**src/rtl/pool_flatten_streamer_pkg.sv**
```systemverilog
// Shared constants and state type for the pooled-frame flattener.
// The FC layer consumes FLAT_LEN words of OF_BW bits, indexed with IDX_BW bits.
package pool_flatten_streamer_pkg;

  localparam int CI       = 3;
  localparam int P_SIZE   = 4;
  localparam int OF_BW    = 32;
  localparam int FLAT_LEN = CI * P_SIZE * P_SIZE;
  localparam int IDX_BW   = $clog2(FLAT_LEN);

  localparam logic [IDX_BW-1:0] LAST_IDX = IDX_BW'(FLAT_LEN - 1);

  typedef enum logic {
    ST_IDLE   = 1'b0,
    ST_STREAM = 1'b1
  } state_t;

endpackage

```
**src/rtl/pool_flatten_streamer.sv**
```systemverilog
// Captures a parallel pooled frame and replays it as a flattened valid/ready
// word stream with a last flag; strobes arriving while busy are dropped and counted.
module pool_flatten_streamer
  import pool_flatten_streamer_pkg::*;
(
  input  logic                      clk,
  input  logic                      reset,
  input  logic                      i_in_valid,
  input  logic [FLAT_LEN*OF_BW-1:0] i_in_fmap,
  output logic                      o_in_ready,
  output logic                      o_ot_valid,
  input  logic                      i_ot_ready,
  output logic [OF_BW-1:0]          o_ot_data,
  output logic [IDX_BW-1:0]         o_ot_idx,
  output logic                      o_ot_last,
  output logic                      o_drop,
  output logic [7:0]                o_drop_cnt
);

  state_t                    state_reg;
  logic [IDX_BW-1:0]         idx_reg;
  logic [FLAT_LEN*OF_BW-1:0] buf_reg;
  logic                      drop_reg;
  logic [7:0]                drop_cnt_reg;

  logic streaming;
  logic at_last;
  logic beat;
  logic capture;
  logic discard;

  assign streaming = (state_reg == ST_STREAM);
  assign at_last   = (idx_reg == LAST_IDX);
  assign beat      = streaming & i_ot_ready;

  // Ready opens on the final beat so a strobe aligned with it chains without a bubble.
  assign o_in_ready = ~streaming | (at_last & i_ot_ready);
  assign capture    = i_in_valid & o_in_ready;
  assign discard    = i_in_valid & ~o_in_ready;

  always_ff @(posedge clk) begin
    if (reset) begin
      state_reg    <= ST_IDLE;
      idx_reg      <= '0;
      buf_reg      <= '0;
      drop_reg     <= 1'b0;
      drop_cnt_reg <= '0;
    end else begin
      drop_reg <= discard;
      if (discard && drop_cnt_reg != 8'hFF) begin
        drop_cnt_reg <= drop_cnt_reg + 8'd1;
      end

      if (capture) begin
        buf_reg <= i_in_fmap;
      end

      case (state_reg)
        ST_IDLE: begin
          if (capture) begin
            idx_reg   <= '0;
            state_reg <= ST_STREAM;
          end
        end
        ST_STREAM: begin
          if (beat) begin
            if (at_last) begin
              idx_reg   <= '0;
              state_reg <= capture ? ST_STREAM : ST_IDLE;
            end else begin
              idx_reg <= idx_reg + IDX_BW'(1);
            end
          end
        end
        default: begin
          state_reg <= ST_IDLE;
          idx_reg   <= '0;
        end
      endcase
    end
  end

  // Outputs come only from state, idx and buffer registers.
  assign o_ot_valid = streaming;
  assign o_ot_idx   = streaming ? idx_reg : '0;
  assign o_ot_last  = streaming & at_last;
  assign o_ot_data  = streaming ? buf_reg[int'(idx_reg) * OF_BW +: OF_BW] : '0;
  assign o_drop     = drop_reg;
  assign o_drop_cnt = drop_cnt_reg;

endmodule

```
**config.mk**
```make
export PLATFORM = sky130hd
export DESIGN_NAME = pool_flatten_streamer
export DESIGN_NICKNAME = d
export VERILOG_FILES = /design/src/rtl/pool_flatten_streamer_pkg.sv /design/src/rtl/pool_flatten_streamer.sv
export SDC_FILE = /design/constraint.sdc
export NUM_CORES = 2
export LEC_CHECK = 0
export CORE_AREA = 2 2 627 629
export CTS_BUF_LIST = sky130_fd_sc_hd__clkbuf_8
export DETAILED_ROUTE_END_ITERATION = 8
export DIE_AREA = 0 0 629 631
export HOLD_SLACK_MARGIN = 0.1
export SLEW_MARGIN = 20
export SYNTH_ARGS = -nofsm -noshare
export SYNTH_HDL_FRONTEND = slang
export SYNTH_SLANG_ARGS = --single-unit
export TNS_END_PERCENT = 100
```
**constraint.sdc**
```tcl
create_clock -name clk -period 3.1 [get_ports clk]
set_clock_uncertainty 0.15 [all_clocks]
set_input_delay 0.31 -clock clk [delete_from_list [all_inputs] [get_ports clk]]
set_output_delay 0.31 -clock clk [all_outputs]
set_load 0.03 [all_outputs]
```
==> reports/results.ini <==
[run_status]
status = complete, but fails checks
violations = setup timing

[critical_path]
crit_top_cell = buf_16
arrival_ns = 4.06
crit_type = register to primary output
start_kind = register
crit_path_top_delay_cell = mux4_2
crit_cells = 11
worstReg2RegStart = idx_reg[0]
reg2reg_depth = 20
required_ns = 2.64
path_cells = buf_16 -> buf_16 -> buf_16 -> mux4_2 -> mux2i_4 -> o22ai_4 -> buf_16 -> a31oi_4 -> buf_6 -> o221ai_4 -> buf_6
cp_top_family = buffers and inverters
endpoint_kind = primary output
cp_slowest_stage_delay_ns = 0.54
r2r_slack_ns = -0.24
r2r-end = buf_reg[929]
path_max_fanout = 6
critPathBufInv = 6

[layout]
final_cell_area_um2 = 122000
fill_cells = 40100
finalNetCount = 13100
syn_to_final_growth_pct = 84.7
largest_register_ffs = 1536
multiInputGateArea_um2 = 34400
ff_latch_area_um2 = 31100
drive_above_1_share = 0.162

[timing]
finalMaxSlewViolations = 0
rsz0062_at_grt = yes
timing.fmax_mhz = 221
finalHoldViolCount = 0
setup_viol = 1034
min_period_over_period = 1.46
worst_pin_slew_ns = 0.751
whs_ns = 0.228
worst_slack_ns = -1.42
relSlewSlack = 0.499
final.min_clock_period_ns = 4.52

[die]
io_pins = 1590
die-area_um2 = 397000
rows = 230
core_region_area_um2 = 391000
die_h_um = 631
start_util = 0.168
die_w_um = 629

[synth]
avgSynthCellArea_um2 = 8.32
synth_edf_count = 0
yosys_most_used_dff = dfxtp_1
yosysTopAreaCell = dfxtp_1
synthCells = 7914
postSynth.asyncResetShare = 0
ys_seq_area_frac = 0.472
ys_ff_latch = 1552
synth_cell_type_count = 49
yosysMostFrequentCell = nand2_1
syn_area_um2 = 65800
synthTopCellsByArea = dfxtp_1, nand2_1, a21oi_1, mux4_2, mux2i_1
synth_nets = 9456
synth_top_area_share = 0.472
netlist_top_cells_count = nand2_1, a21oi_1, dfxtp_1
ys_warn_count = 0

[grt]
grtUsageMet3 = 0.0472
grt_max_degree = 178
antenna_found_initial = 321
met1_usage = 0.265
grt_usage = 0.220
grtUsageMet2 = 0.360
grt_pass1_vias = 76100
grt_busiest_layer = met2
grt_pass1_wl_mm = 611
overflow = 0

[cts]
clock_latency_ns = 1.06
clk_path_buf_depth = 4
cts_root_buffer = clkbuf_8
clk_pin_slew_ns = 0.06
numCtsBuffers = 297
cts.sinks = 1552
cts.htree.levels = 5
cts_tree = done

[route]
detail-route-antenna-nets = 0
firstDrtPassIters = 7
wire_per_inst_um = 27.7
drtIter0Drc = 7683
vias_per_cell = 4.56
drc = 0
wl_mm = 476
dr_total_vias = 78400

[worst_hold_path]
hold_path_depth = 4
hold_class = primary input to register
hp-start = i_in_fmap[402]
whs_endpoint = buf_reg[402]

[power_and_ir_drop]
power.density_nw_per_um2 = 449
vdd_drop_max_v = 0.000296
power.total_mw = 54.6
total_leakage_power_nw = 44.0

[placed_design]
place_ws_ns = -1.46
dp_hpwl_mm = 353
portBuffers = 1589
gp_congestion = 0.931
placed_area_um2 = 91200

[flow_run]
drv_cap = 0

-- how the worst max path moves through the flow --
stage | start | slack [ns] | to
finish | idx_reg[0] | -1.42 | o_ot_data[18]
global route | idx_reg[0] | -1.50 | o_ot_data[13]
CTS | idx_reg[0] | -1.62 | o_ot_data[18]
detailed placement | idx_reg[0] | -1.46 | o_ot_data[28]
global placement | idx_reg[0] | -1.63 | o_ot_data[29]
floorplan | o_ot_valid | 0.49 | o_ot_data[13]
-- per-layer routing --
| layer | wire length [um] | up-vias | share of wire |
|---|---|---|---|
| met5 | 620 | - | 0.0013 |
| met4 | 35600 | 98 | 0.075 |
| met3 | 37400 | 1593 | 0.078 |
| met2 | 217000 | 4563 | 0.46 |
| met1 | 186000 | 37800 | 0.39 |
| li1 | - | 34400 | - |
-- cell families after synthesis --
family,count (synthesis),share of synthesized area
AOI/OAI and AO/OA,1882,0.154
buffers and inverters,677,0.0483
muxes,597,0.140
adders and majority gates,2,0.000380
xor gates and xnor gates,6,0.000798
DFF,1552,0.472
and+or+nand+nor,3198,0.184
-- worst min-delay path: cells and delay by family --
kind | cells | cell delay (ns)
AND/OR/NAND/NOR | 1 | 0.05
buffers and inverters | 2 | 0.95
AO/OA/AOI/OAI | 1 | 0.05
-- area by class of cell --
cell class | count | area share
Multi-Input combinational cell | 5685 | 0.283
Tap cell | 5220 | 0.0537
Clock inverter | 154 | 0.00843
Timing Repair Buffer | 4002 | 0.353
Inverter | 5 | 0.000175
Clock buffer | 370 | 0.0419
Sequential cell | 1552 | 0.256
Antenna cell | 197 | 0.00405
-- cell usage in the layout (no fill, tap or decap), drive strengths merged, types with 5 or more instances in the layout --
master	count
nand2	3084
dlygate4sd3	1687
a21oi	1589
dfxtp	1552
clkdlybuf4s50	1548
buf	713
clkbuf	417
mux2i	302
mux4	254
diode	197
inv	110
o21ai	78
nor2	70
a221oi	66
o221ai	64
mux2	41
clkinv	34
a22oi	22
a211o	22
a31oi	11
nand3b	10
a221o	10
o22ai	10
bufinv	8
and2	8
clkinvlp	7
xnor2	6
nand3	5
nor2b	5
-- timing repair --
action                                 4_1_cts  5_1_grt
gates resized for setup                    401      441
setup endpoints to repair                   39      617
gates cloned                                14       52
pin swaps                                   40       92
endpoints found under the hold margin     1552        0
hold buffers                              1688        0
setup buffers                               61      113
-- power by group --
| part | internal (mW) | switching [mW] | leakage (nW) | total (mW) |
|---|---|---|---|---|
| sequential | 21.1 | 0.840 | 12.7 | 21.9 |
| clock | 11.5 | 10.2 | 3.48 | 21.7 |
| combinational | 5.74 | 5.21 | 27.8 | 10.9 |
-- metrics by stage --
step	TNS [ns]	util	std cells
floorplan	0	-	7914
global placement	-27.79	0.233	14500
detailed placement	-23.96	0.233	14600
CTS	-47.24	0.299	16800
global route	-239.82	0.311	17100
finish	-105.35	0.311	17200
No activity file was read; power rests on OpenSTA's default activity.
